--- src/rtl/sat_sub8_pipe.sv ---
// Two-stage pipelined signed saturating subtractor, out_diff = sat(in_a - in_b).
// Optional saturation-event counter on sat_cnt when SAT_CNT_EN is defined.
module sat_sub8_pipe #(
    parameter int unsigned WIDTH = 8,
    parameter int unsigned CNT_W = 16
) (
    input  logic             clk,
    input  logic             rst_n,
    input  logic             in_valid,
    output logic             in_ready,
    input  logic [WIDTH-1:0] in_a,
    input  logic [WIDTH-1:0] in_b,
    output logic             out_valid,
    input  logic             out_ready,
    output logic [WIDTH-1:0] out_diff,
    output logic             out_sat
`ifdef SAT_CNT_EN
    ,
    output logic [CNT_W-1:0] sat_cnt
`endif
);

    localparam int unsigned H  = WIDTH / 2;
    localparam int unsigned HH = WIDTH - H;

    logic            r_s1_valid;
    logic [H-1:0]    r_lo;
    logic            r_c_mid;
    logic [HH-1:0]   r_a_hi;
    logic [HH-1:0]   r_nb_hi;
    logic            r_a_msb;
    logic            r_b_msb;
    logic            r_out_valid;
    logic [WIDTH-1:0] r_out_diff;
    logic            r_out_sat;

    logic            w_adv2;
    logic            w_in_xfer;
    logic            w_s2_load;
    logic [H:0]      w_lo_sum;
    logic [HH-1:0]   w_hi;
    logic [WIDTH-1:0] w_raw;
    logic            w_ovf;
    logic [WIDTH-1:0] w_diff;

    // Stage 2 can accept whenever its output slot is empty or draining this cycle.
    assign w_adv2    = !r_out_valid || out_ready;
    assign in_ready  = !r_s1_valid || w_adv2;
    assign w_in_xfer = in_valid && in_ready;
    assign w_s2_load = r_s1_valid && w_adv2;

    // Low half of a + ~b + 1; the carry out feeds the high half in stage 2.
    assign w_lo_sum = {1'b0, in_a[H-1:0]} + {1'b0, ~in_b[H-1:0]} + {{H{1'b0}}, 1'b1};

    always_comb begin
        w_hi  = r_a_hi + r_nb_hi + {{(HH-1){1'b0}}, r_c_mid};
        w_raw = {w_hi, r_lo};
        w_ovf = (r_a_msb != r_b_msb) && (w_raw[WIDTH-1] != r_a_msb);
        if (!w_ovf) begin
            w_diff = w_raw;
        end else if (r_a_msb) begin
            w_diff = {1'b1, {(WIDTH-1){1'b0}}};
        end else begin
            w_diff = {1'b0, {(WIDTH-1){1'b1}}};
        end
    end

    always_ff @(posedge clk or negedge rst_n) begin
        if (!rst_n) begin
            r_s1_valid <= 1'b0;
            r_lo       <= '0;
            r_c_mid    <= 1'b0;
            r_a_hi     <= '0;
            r_nb_hi    <= '0;
            r_a_msb    <= 1'b0;
            r_b_msb    <= 1'b0;
        end else begin
            if (w_in_xfer) begin
                r_s1_valid <= 1'b1;
                r_lo       <= w_lo_sum[H-1:0];
                r_c_mid    <= w_lo_sum[H];
                r_a_hi     <= in_a[WIDTH-1:H];
                r_nb_hi    <= ~in_b[WIDTH-1:H];
                r_a_msb    <= in_a[WIDTH-1];
                r_b_msb    <= in_b[WIDTH-1];
            end else if (w_adv2) begin
                r_s1_valid <= 1'b0;
            end
        end
    end

    always_ff @(posedge clk or negedge rst_n) begin
        if (!rst_n) begin
            r_out_valid <= 1'b0;
            r_out_diff  <= '0;
            r_out_sat   <= 1'b0;
        end else if (w_adv2) begin
            r_out_valid <= r_s1_valid;
            if (w_s2_load) begin
                r_out_diff <= w_diff;
                r_out_sat  <= w_ovf;
            end
        end
    end

    assign out_valid = r_out_valid;
    assign out_diff  = r_out_diff;
    assign out_sat   = r_out_sat;

`ifdef SAT_CNT_EN
    logic [CNT_W-1:0] r_sat_cnt;

    // Sticks at all-ones rather than wrapping.
    always_ff @(posedge clk or negedge rst_n) begin
        if (!rst_n) begin
            r_sat_cnt <= '0;
        end else if (r_out_valid && out_ready && r_out_sat && !(&r_sat_cnt)) begin
            r_sat_cnt <= r_sat_cnt + {{(CNT_W-1){1'b0}}, 1'b1};
        end
    end

    assign sat_cnt = r_sat_cnt;
`endif

endmodule

--- config.mk ---
export PLATFORM = sky130hd
export DESIGN_NAME = sat_sub8_pipe
export DESIGN_NICKNAME = d
export VERILOG_FILES = /design/src/rtl/sat_sub8_pipe.sv
export SDC_FILE = /design/constraint.sdc
export NUM_CORES = 1
export LEC_CHECK = 0
export BUFFER_PORTS_ARGS = -buffer_cell sky130_fd_sc_hd__buf_2
export CORE_UTILIZATION = 30
export CTS_BUF_LIST = sky130_fd_sc_hd__clkbuf_2
export DETAILED_ROUTE_END_ITERATION = 8
export PLACE_DENSITY = 0.51
export REMOVE_ABC_BUFFERS = 1
export SLEW_MARGIN = 30
export SYNTH_ARGS = -nofsm -noshare
export SYNTH_HDL_FRONTEND = slang
export SYNTH_SLANG_ARGS = --single-unit
--- constraint.sdc ---
create_clock -name clk -period 2.5 [get_ports clk]
set_clock_uncertainty 0.05 [all_clocks]
set_input_delay 0.5 -clock clk [delete_from_list [all_inputs] [get_ports clk]]
set_output_delay 0.5 -clock clk [all_outputs]
set_load 0.05 [all_outputs]
==> flow_summary.toml <==
[run_status]
status = "finished clean"

[synthesis]
synth_edf_count = 0
synthTopCellsByCount = "dfrtp_1 (25), inv_1 (14), nand2_1 (12)"
synth_cell_types = 28
synth_top_area_cell = "dfrtp_1"
ys_top_cells_by_area = "dfrtp_1 (50%), ha_1 (6.0%), o221a_2 (5.4%)"
synthFlopType = "dfrtp_1"
synthCells = 112
synth_area_um2 = 1242
synth_top_area_share_pct = 50.35
async_flop_share_pct = 100.0
yosysWarnings = 0
yosys_register_bits = 25
ys_seq_area_share_pct = 50.35
syn_area_per_cell_um2 = 11.09
yosysMostFrequentCell = "dfrtp_1"

[pwr]
p_comb_share_pct = 44.4
power.internal_uw = 720.0
cellPowerDensity_nw_per_um2 = 869.9
clock_power_share_pct = 12.0
switching_share_pct = 43.41
seqPwrFrac_pct = 43.6
switchingPower_uw = 552.3
ir_drop_uv = 441.3
p_leak_nw = 0.7227

[setup_path]
crit-reg2reg-launch = "r_c_mid$_DFFE_PN0P_"
worstPathCellList = "inv_1, fa_1, o21ai_2, xor2_2, nand3_1, o221a_2"
worst_setup_path_start_kind = "flop"
crit_type = "flop to flop"
critPathLaunch = "r_c_mid$_DFFE_PN0P_"
worstPathMaxFanout = 6
path_buf_inv = 1
rr_endpoint = "out_diff[3]$_DFFE_PN0P_"
slowest_stage = "fa_1"
cp_top_family = "adder cells"
rrSetupSlack_ps = 460
worstPathRequired_ps = 2700
critPathCaptureType = "flop"
reg2reg_depth = 6
cp.arrival_ps = 2240
slowest_delay_ps = 490

[detailed_routing]
viasPerCell = 4.492
wl_per_cell_um = 11.60
ant_nets = 0
drtIter0Drc = 27
vias = 867
dr.pass1.iters = 4
drc_errors = 0
routed_wl_mm = 2.239

[finish]
fin_nets = 173
layout-drive-gt1-share_pct = 33.57
final_area_um2 = 1463
area_growth_pct = 17.72
antenna_cells = 0
fillers = 423
final_cells = 193

[global_route]
grt_pass1_wl_mm = 3.843
grt_antenna_before_repair = 0
grt_use_total_pct = 11.67
grt_overflow = 0
grt_max_degree = 26
grt_pass1_vias = 864

[sta]
setup-tns-final_ps = 0
fin_hold_ws_ps = 51.03
timing.final.ws_setup_ps = 459.0
maxSlewHeadroom_pct = 59.91
final.min_clock_period_ps = 2041
setup_viol = 0
fin_crit_sh_pct = 81.64
slew_viol_final = 0
worst_pin_slew_ps = 599.9
timing.fmax_ghz = 0.4900
hold_viol = 0
rsz0062_at_grt = "no"

[cts]
clock_latency_ps = 340
path_clk_slew_ps = 230
cts_root_buf = "clkbuf_2"
cts_sinks = 25
cts-resized-gates = 0
postCtsHoldBufs = 0
post_cts_buffers = 0
numCtsBuffers = 3
clockBufferDepth = 2
cts.htree.levels = 1
cts_tree = "built"

[floorplanning]
ios = 31
rows = 23
die_w_um = 66.36
initial_core_util_pct = 31.06
chipHeight_um = 66.36
die-area_um2 = 4403
core_um2 = 4000

[placed_design]
placed_area_um2 = 1443
port_buffers = 30
pre_cts_slack_ps = 464.8
post-dp-hpwl_mm = 1.792
dpl.cell_count = 189
place_congestion = 0.7418

[min_path]
hold_class = "input port to asynchronous set/reset pin"

[run]
drv_cap = 0
[layout by cell type, fill, tap and decap left out, drive strengths merged, types with 2 or more instances in the layout]
master,synthesis,layout
a21o,2,2
a21oi,5,5
buf,1,30
clkbuf,2,3
dfrtp,25,25
fa,3,3
ha,6,6
inv,14,14
mux2,5,5
mux2i,2,2
nand2,12,12
nand2b,3,3
nor2b,2,2
o21ai,12,12
o221a,6,6
xor2,3,3
[state kept, by name, indices dropped and copies added, names as in the netlist]
signal and cells:
out_diff 8, out_sat 1, out_valid 1, r_a_hi 4, r_b_msb 1, r_c_mid 1, r_lo 4, r_nb_hi 4
r_s1_valid 1
[cell families after synthesis]
| group | synth area share [%] |
|---|---|
| DFF | 50.35 |
| AOI/OAI and AO/OA | 15.01 |
| xor gates and xnor gates | 3.425 |
| adders and majority gates | 10.88 |
| buffers and inverters | 5.236 |
| muxes | 6.143 |
| and+or+nand+nor | 8.962 |
[area by class of cell]
class / count / area, µm² / area share [%]
Clock buffer: 3 / 15.01 / 1.027
Clock inverter: 1 / 5.005 / 0.3422
Inverter: 14 / 52.55 / 3.593
Multi-Input combinational cell: 70 / 551.8 / 37.72
Sequential cell: 25 / 625.6 / 42.77
Tap cell: 50 / 62.56 / 4.277
Timing Repair Buffer: 30 / 150.1 / 10.27
[worst max-delay path by stage]
stage | endpoint | cells after the start
after floorplan | r_a_hi[0]$_DFFE_PN0P_ | 3
after global placement | out_diff[3]$_DFFE_PN0P_ | 6
after detailed placement | out_diff[2]$_DFFE_PN0P_ | 6
after CTS | out_diff[3]$_DFFE_PN0P_ | 6
after global routing | out_diff[6]$_DFFE_PN0P_ | 7
final | out_diff[3]$_DFFE_PN0P_ | 6
[metrics by stage]
step,util (%),power (mW)
6_report,36.57,1.272
5_1_grt,36.57,1.364
4_1_cts,36.57,1.296
3_5_place_dp,36.07,1.138
3_3_place_gp,36.07,1.122
2_1_floorplan,-,0.9891
[metal layers]
layer,GRT usage [%],wire length [µm],up-vias
li1,-,-,440
met4,2.394,8,0
met5,0,0,-
met2,20.79,1139,18
met3,3.448,94,2
met1,13.78,996,407
[power by group through the flow]
stage | clock, mW | sequential, mW | combinational (mW)
global placement | 0 | 0.564 | 0.558
CTS | 0.166 | 0.557 | 0.573
finish | 0.153 | 0.555 | 0.564
floorplan | 0 | 0.765 | 0.224
detailed placement | 0 | 0.564 | 0.574
global route | 0.183 | 0.570 | 0.611
[worst reg2reg max path: stages, from the launching register on]
cell and delay [ps]:
dfrtp_1 370, inv_1 60, fa_1 490, o21ai_2 220, xor2_2 280, nand3_1 280
o221a_2 210
(Power assumes the default switching activity.)
